**src/rtl/fetch_queue.sv**
```systemverilog
// Instruction buffer between fetch and decode: PC-tagged FIFO with valid/ready head,
// fetch-enable back-pressure, and flush with a post-flush drop window for stale fetches.
module fetch_queue #(
  parameter int          DEPTH    = 4,
  parameter int          INFLIGHT = 1,
  parameter logic [31:0] RESET_PC = 32'h0000_0000
) (
  input  logic                       clk,
  input  logic                       rst,
  input  logic [31:0]                request_data,
  input  logic                       fetch_data_valid,
  output logic                       fetch_en,
  input  logic                       flush,
  input  logic [31:0]                flush_pc,
  output logic [31:0]                id_inst,
  output logic [31:0]                id_pc,
  output logic                       id_valid,
  input  logic                       id_ready,
  output logic [$clog2(DEPTH):0]     count,
  output logic                       overflow_err
);

  localparam int AW = $clog2(DEPTH);
  localparam int CW = AW + 1;
  localparam int DW = (INFLIGHT < 1) ? 1 : $clog2(INFLIGHT + 1);
  localparam logic [CW-1:0] FETCH_LIMIT = CW'(DEPTH - INFLIGHT);
  localparam logic [CW-1:0] FULL_COUNT  = CW'(DEPTH);

  logic [31:0]   r_inst_mem [DEPTH];
  logic [31:0]   r_pc_mem   [DEPTH];
  logic [AW-1:0] r_wr_ptr;
  logic [AW-1:0] r_rd_ptr;
  logic [CW-1:0] r_count;
  logic [31:0]   r_tag_pc;
  logic [DW-1:0] r_drop_cnt;
  logic          r_overflow;

  logic w_full;
  logic w_dropping;
  logic w_offer;
  logic w_pop;
  logic w_push;
  logic w_overflow;

  assign w_full     = (r_count == FULL_COUNT);
  assign w_dropping = (r_drop_cnt != '0);
  assign w_offer    = fetch_data_valid & ~flush & ~w_dropping;
  assign w_pop      = id_valid & id_ready & ~flush;
  // A pop frees the head slot in the same cycle, so a full queue may still accept.
  assign w_push     = w_offer & (~w_full | w_pop);
  assign w_overflow = w_offer & w_full & ~w_pop;

  always_ff @(posedge clk) begin
    if (rst) begin
      r_wr_ptr   <= '0;
      r_rd_ptr   <= '0;
      r_count    <= '0;
      r_tag_pc   <= RESET_PC;
      r_drop_cnt <= '0;
      r_overflow <= 1'b0;
      // NOTE: storage is cleared on reset so the combinational head outputs read zero
      // straight out of reset instead of whatever the array powered up with.
      for (int i = 0; i < DEPTH; i++) begin
        r_inst_mem[i] <= '0;
        r_pc_mem[i]   <= '0;
      end
    end else if (flush) begin
      r_wr_ptr   <= '0;
      r_rd_ptr   <= '0;
      r_count    <= '0;
      r_tag_pc   <= flush_pc;
      r_drop_cnt <= DW'(INFLIGHT);
    end else begin
      if (w_dropping) r_drop_cnt <= r_drop_cnt - DW'(1);
      if (w_push) begin
        r_inst_mem[r_wr_ptr] <= request_data;
        r_pc_mem[r_wr_ptr]   <= r_tag_pc;
        r_wr_ptr             <= r_wr_ptr + AW'(1);
        r_tag_pc             <= r_tag_pc + 32'd4;
      end
      if (w_pop) r_rd_ptr <= r_rd_ptr + AW'(1);
      case ({w_push, w_pop})
        2'b10:   r_count <= r_count + CW'(1);
        2'b01:   r_count <= r_count - CW'(1);
        default: r_count <= r_count;
      endcase
      if (w_overflow) r_overflow <= 1'b1;
    end
  end

  assign id_valid     = (r_count != '0);
  assign id_inst      = r_inst_mem[r_rd_ptr];
  assign id_pc        = r_pc_mem[r_rd_ptr];
  assign count        = r_count;
  assign overflow_err = r_overflow;
  // Stop fetching while fewer than INFLIGHT+1 slots remain, leaving room for late responses.
  assign fetch_en     = ~rst & ~flush & (r_count < FETCH_LIMIT);

endmodule

```
**config.mk**
```make
export PLATFORM = sky130hd
export DESIGN_NAME = fetch_queue
export DESIGN_NICKNAME = d
export VERILOG_FILES = /design/src/rtl/fetch_queue.sv
export SDC_FILE = /design/constraint.sdc
export NUM_CORES = 1
export LEC_CHECK = 0
export CORE_ASPECT_RATIO = 0.9
export CORE_MARGIN = 1
export CORE_UTILIZATION = 50
export CTS_BUF_LIST = sky130_fd_sc_hd__clkbuf_16
export CTS_CLUSTER_SIZE = 12
export DETAILED_ROUTE_END_ITERATION = 7
export PLACE_DENSITY = 0.72
export SLEW_MARGIN = 20
export SYNTH_ARGS = -nofsm -noshare
export SYNTH_HDL_FRONTEND = slang
export SYNTH_SLANG_ARGS = --single-unit
```
**constraint.sdc**
```tcl
create_clock -name clk -period 11 [get_ports clk]
set_input_delay 2.2 -clock clk [delete_from_list [all_inputs] [get_ports clk]]
set_output_delay 2.2 -clock clk [all_outputs]
set_load 0.01 [all_outputs]
```
==> impl_results.md <==
- Full die area: 27500 sq um
- GRT Total Usage: 21.1%
- 1st-pass router iterations: 5
- Worst Skew: 0.0157 ns
- Non-filler instance count after layout: 1395
- DR vias: 7926
- Worst Path Arrival: 4.11 ns
- CTS resizes: 0
- Top-area cell type share of the netlist area: 57.3%
- GP Congestion: 0.802
- Synth warn: 0
- Post-synth EDFFs: 256
- PwrDens: 150 nW/um^2
- Max-cap violations: 0
- Cell with the most instances after synthesis: edfxtp_1
- Min-Delay Path Class: reg -> reg
- Gr ovfl total: 0
- Vias in the first global route: 7938
- Asr flop ratio synth: 0%
- Port Buffers: 138
- Rel. slew slack: 32.0%
- Core area: 26200 sq um
- Number of vias per cell: 5.68
- Row count: 56
- Sequential area share after synthesis: 63.7%
- Crit start category: input pin
- Mapped Avg Cell Area: 14.5 sq um
- VDD IR max: 112 uV
- Die Y: 157 microns
- Clock Path Buffers: 3
- Fin crit period: 6.31 ns
- Reg area: 8560 sq um
- Worst Max-Slew Pin Slew: 1.02 ns
- Cells after Synth: 928
- Die width: 175 microns
- Final Max Tran Viols: 0
- Initial core utilization: 51.2%
- CTS Hold Bufs: 0
- Filler Cell Count: 2031
- Layout cell share with drive strength beyond 1: 12.1%
- Status: complete, no violations
- Min Hold Slack: 0.497 ns
- Tcrit/Tclk final: 57.3%
- Finished Core Util: 60.6%
- CTS tree: yes
- Nets: 1099
- CP Capture Type: output port
- Max Freq: 159 MHz
- Critical Path RT: 8.80 ns
- Initial antenna violation count: 0
- Most frequent cells after synthesis: edfxtp_1, and2_1, and3_1
- Area growth syn-to-layout: 18.3%
- Endpoints failing setup: 0
- Iter 0 DRT Violations: 781
- Critical path class: in -> out
- Mapped cell area: 13400 sq um
- Wire per inst: 20.4 microns
- Final WL: 28.5 mm
- Overall Power: 2.38 mW
- Post-synth top flop: edfxtp_1
- Post-route ant nets: 0
- Syn_nets: 999
- Leak: 5.78 nW
- Multi-input logic area: 4550 sq um
- Clock sinks: 299
- Clock latency on the worst-skew pair: 0.55 ns
- DRC: 0
- CTS HTree Levels: 1
- Setup TNS Final: 0 ns
- RSZ-0062 raised after global routing: no
- Crit-path max FO: 38
- First-pass GRT wire length: 44.7 mm
- Post-CTS setup buffers: 0
- Synth cell types: 58
- Yosys top cell by area: edfxtp_1
- Top cells by area, synth: edfxtp_1, mux4_2, and2_1, dfxtp_1, and3_1
- Final hold violations: 0
- #FFs+latches synth: 299
- Largest net degree at the start of global routing: 128
- # diodes: 0
- Clock tree root driver cell: clkbuf_16
- HPWL Detailed: 15.4 mm
- Inst Count DP: 1344
- Worst-path clk slew: 0.06 ns
- Ports: 139
- CTS Buf Count: 30
[layout by cell type (no fill, tap or decap), types with 3 or more instances in the layout]
cell and count:
inv_1 17, o311ai_0 5, nor2b_1 3, nor2_1 28
clkbuf_16 31, nand2_1 21, clkinv_1 6, nand3_1 14
mux2i_1 3, or2_2 3, clkdlybuf4s50_1 137, nor3_1 3
xnor2_1 4, nor4_1 4, o21ai_0 9, edfxtp_1 256
and3_1 67, nand4_1 11, buf_4 10, xor2_1 15
dfxtp_1 41, and2_1 204, o22ai_1 12, mux4_2 64
and4_1 4, a21oi_1 14, a31oi_1 18, or3_1 4
[sequential cells by signal, indices dropped and copies added (netlist names), named ones only]
register      flops
count             3
overflow_err      1
r_drop_cnt        1
r_inst_mem      128
r_pc_mem        128
r_rd_ptr          2
r_tag_pc         32
r_wr_ptr          2
[cell type report]
cell class	instances	share of cell area [%]
sequential	299	53.9
multi-input combinational	544	28.7
timing repair buffer	149	9.22
clock buffer	31	4.89
tap	348	2.74
clock inverter	20	0.481
inverter	4	0.0946
[per-layer routing]
layer	track usage (%)	vias up	wire, microns	share of wire (%)
met5	0	-	0	0
met4	5.18	0	598	2.1
met3	2.78	43	1500	5.3
met2	34.4	253	13600	48
met1	30.4	3946	12800	45
li1	-	3684	-	-
[kinds of logic (layout without fill, tap and decap cells)]
kind of cell | after synthesis | after routing | share of synthesized area, %
adder cells (fa/ha/maj) | 2 | 2 | 0.242
AO/OA/AOI/OAI | 77 | 77 | 3.76
multiplexers | 68 | 68 | 11.0
flip-flops | 299 | 299 | 63.7
AND/OR/NAND/NOR | 378 | 378 | 17.2
buffers and inverters | 85 | 204 | 2.79
XOR/XNOR | 19 | 19 | 1.24
[per-stage QoR]
| stage | instance area, sq um | setup WS [ns] |
|---|---|---|
| 2_1_floorplan | 13400 | 4.44 |
| 3_3_place_gp | 15000 | 4.72 |
| 4_1_cts | 15900 | 4.69 |
| 6_report | 15900 | 4.69 |
| 3_5_place_dp | 15000 | 4.71 |
| 5_1_grt | 15900 | 4.63 |
[power breakdown]
| group | leakage [nW] | internal (mW) | switching, mW |
|---|---|---|---|
| logic | 2.29 | 0.0878 | 0.0879 |
| registers | 3.02 | 1.28 | 0.0260 |
| clock network | 0.468 | 0.499 | 0.398 |
[final timing paths]
path,start,endpoint,slack [ns],depth (start not counted)
setup reg to reg,count[1],r_inst_mem[2][18],8.08,6
hold / removal,overflow_err,overflow_err,0.50,2
hold reg to reg,overflow_err,overflow_err,0.50,2
setup / recovery,flush,fetch_en,4.69,5
[worst max-delay path: stages]
cell,delay [ns]
clkdlybuf4s50_1,0.39
buf_4,0.25
or2_2,0.43
a211oi_1,0.26
clkdlybuf4s50_1,0.58
No activity file was read; power rests on OpenSTA's default activity.
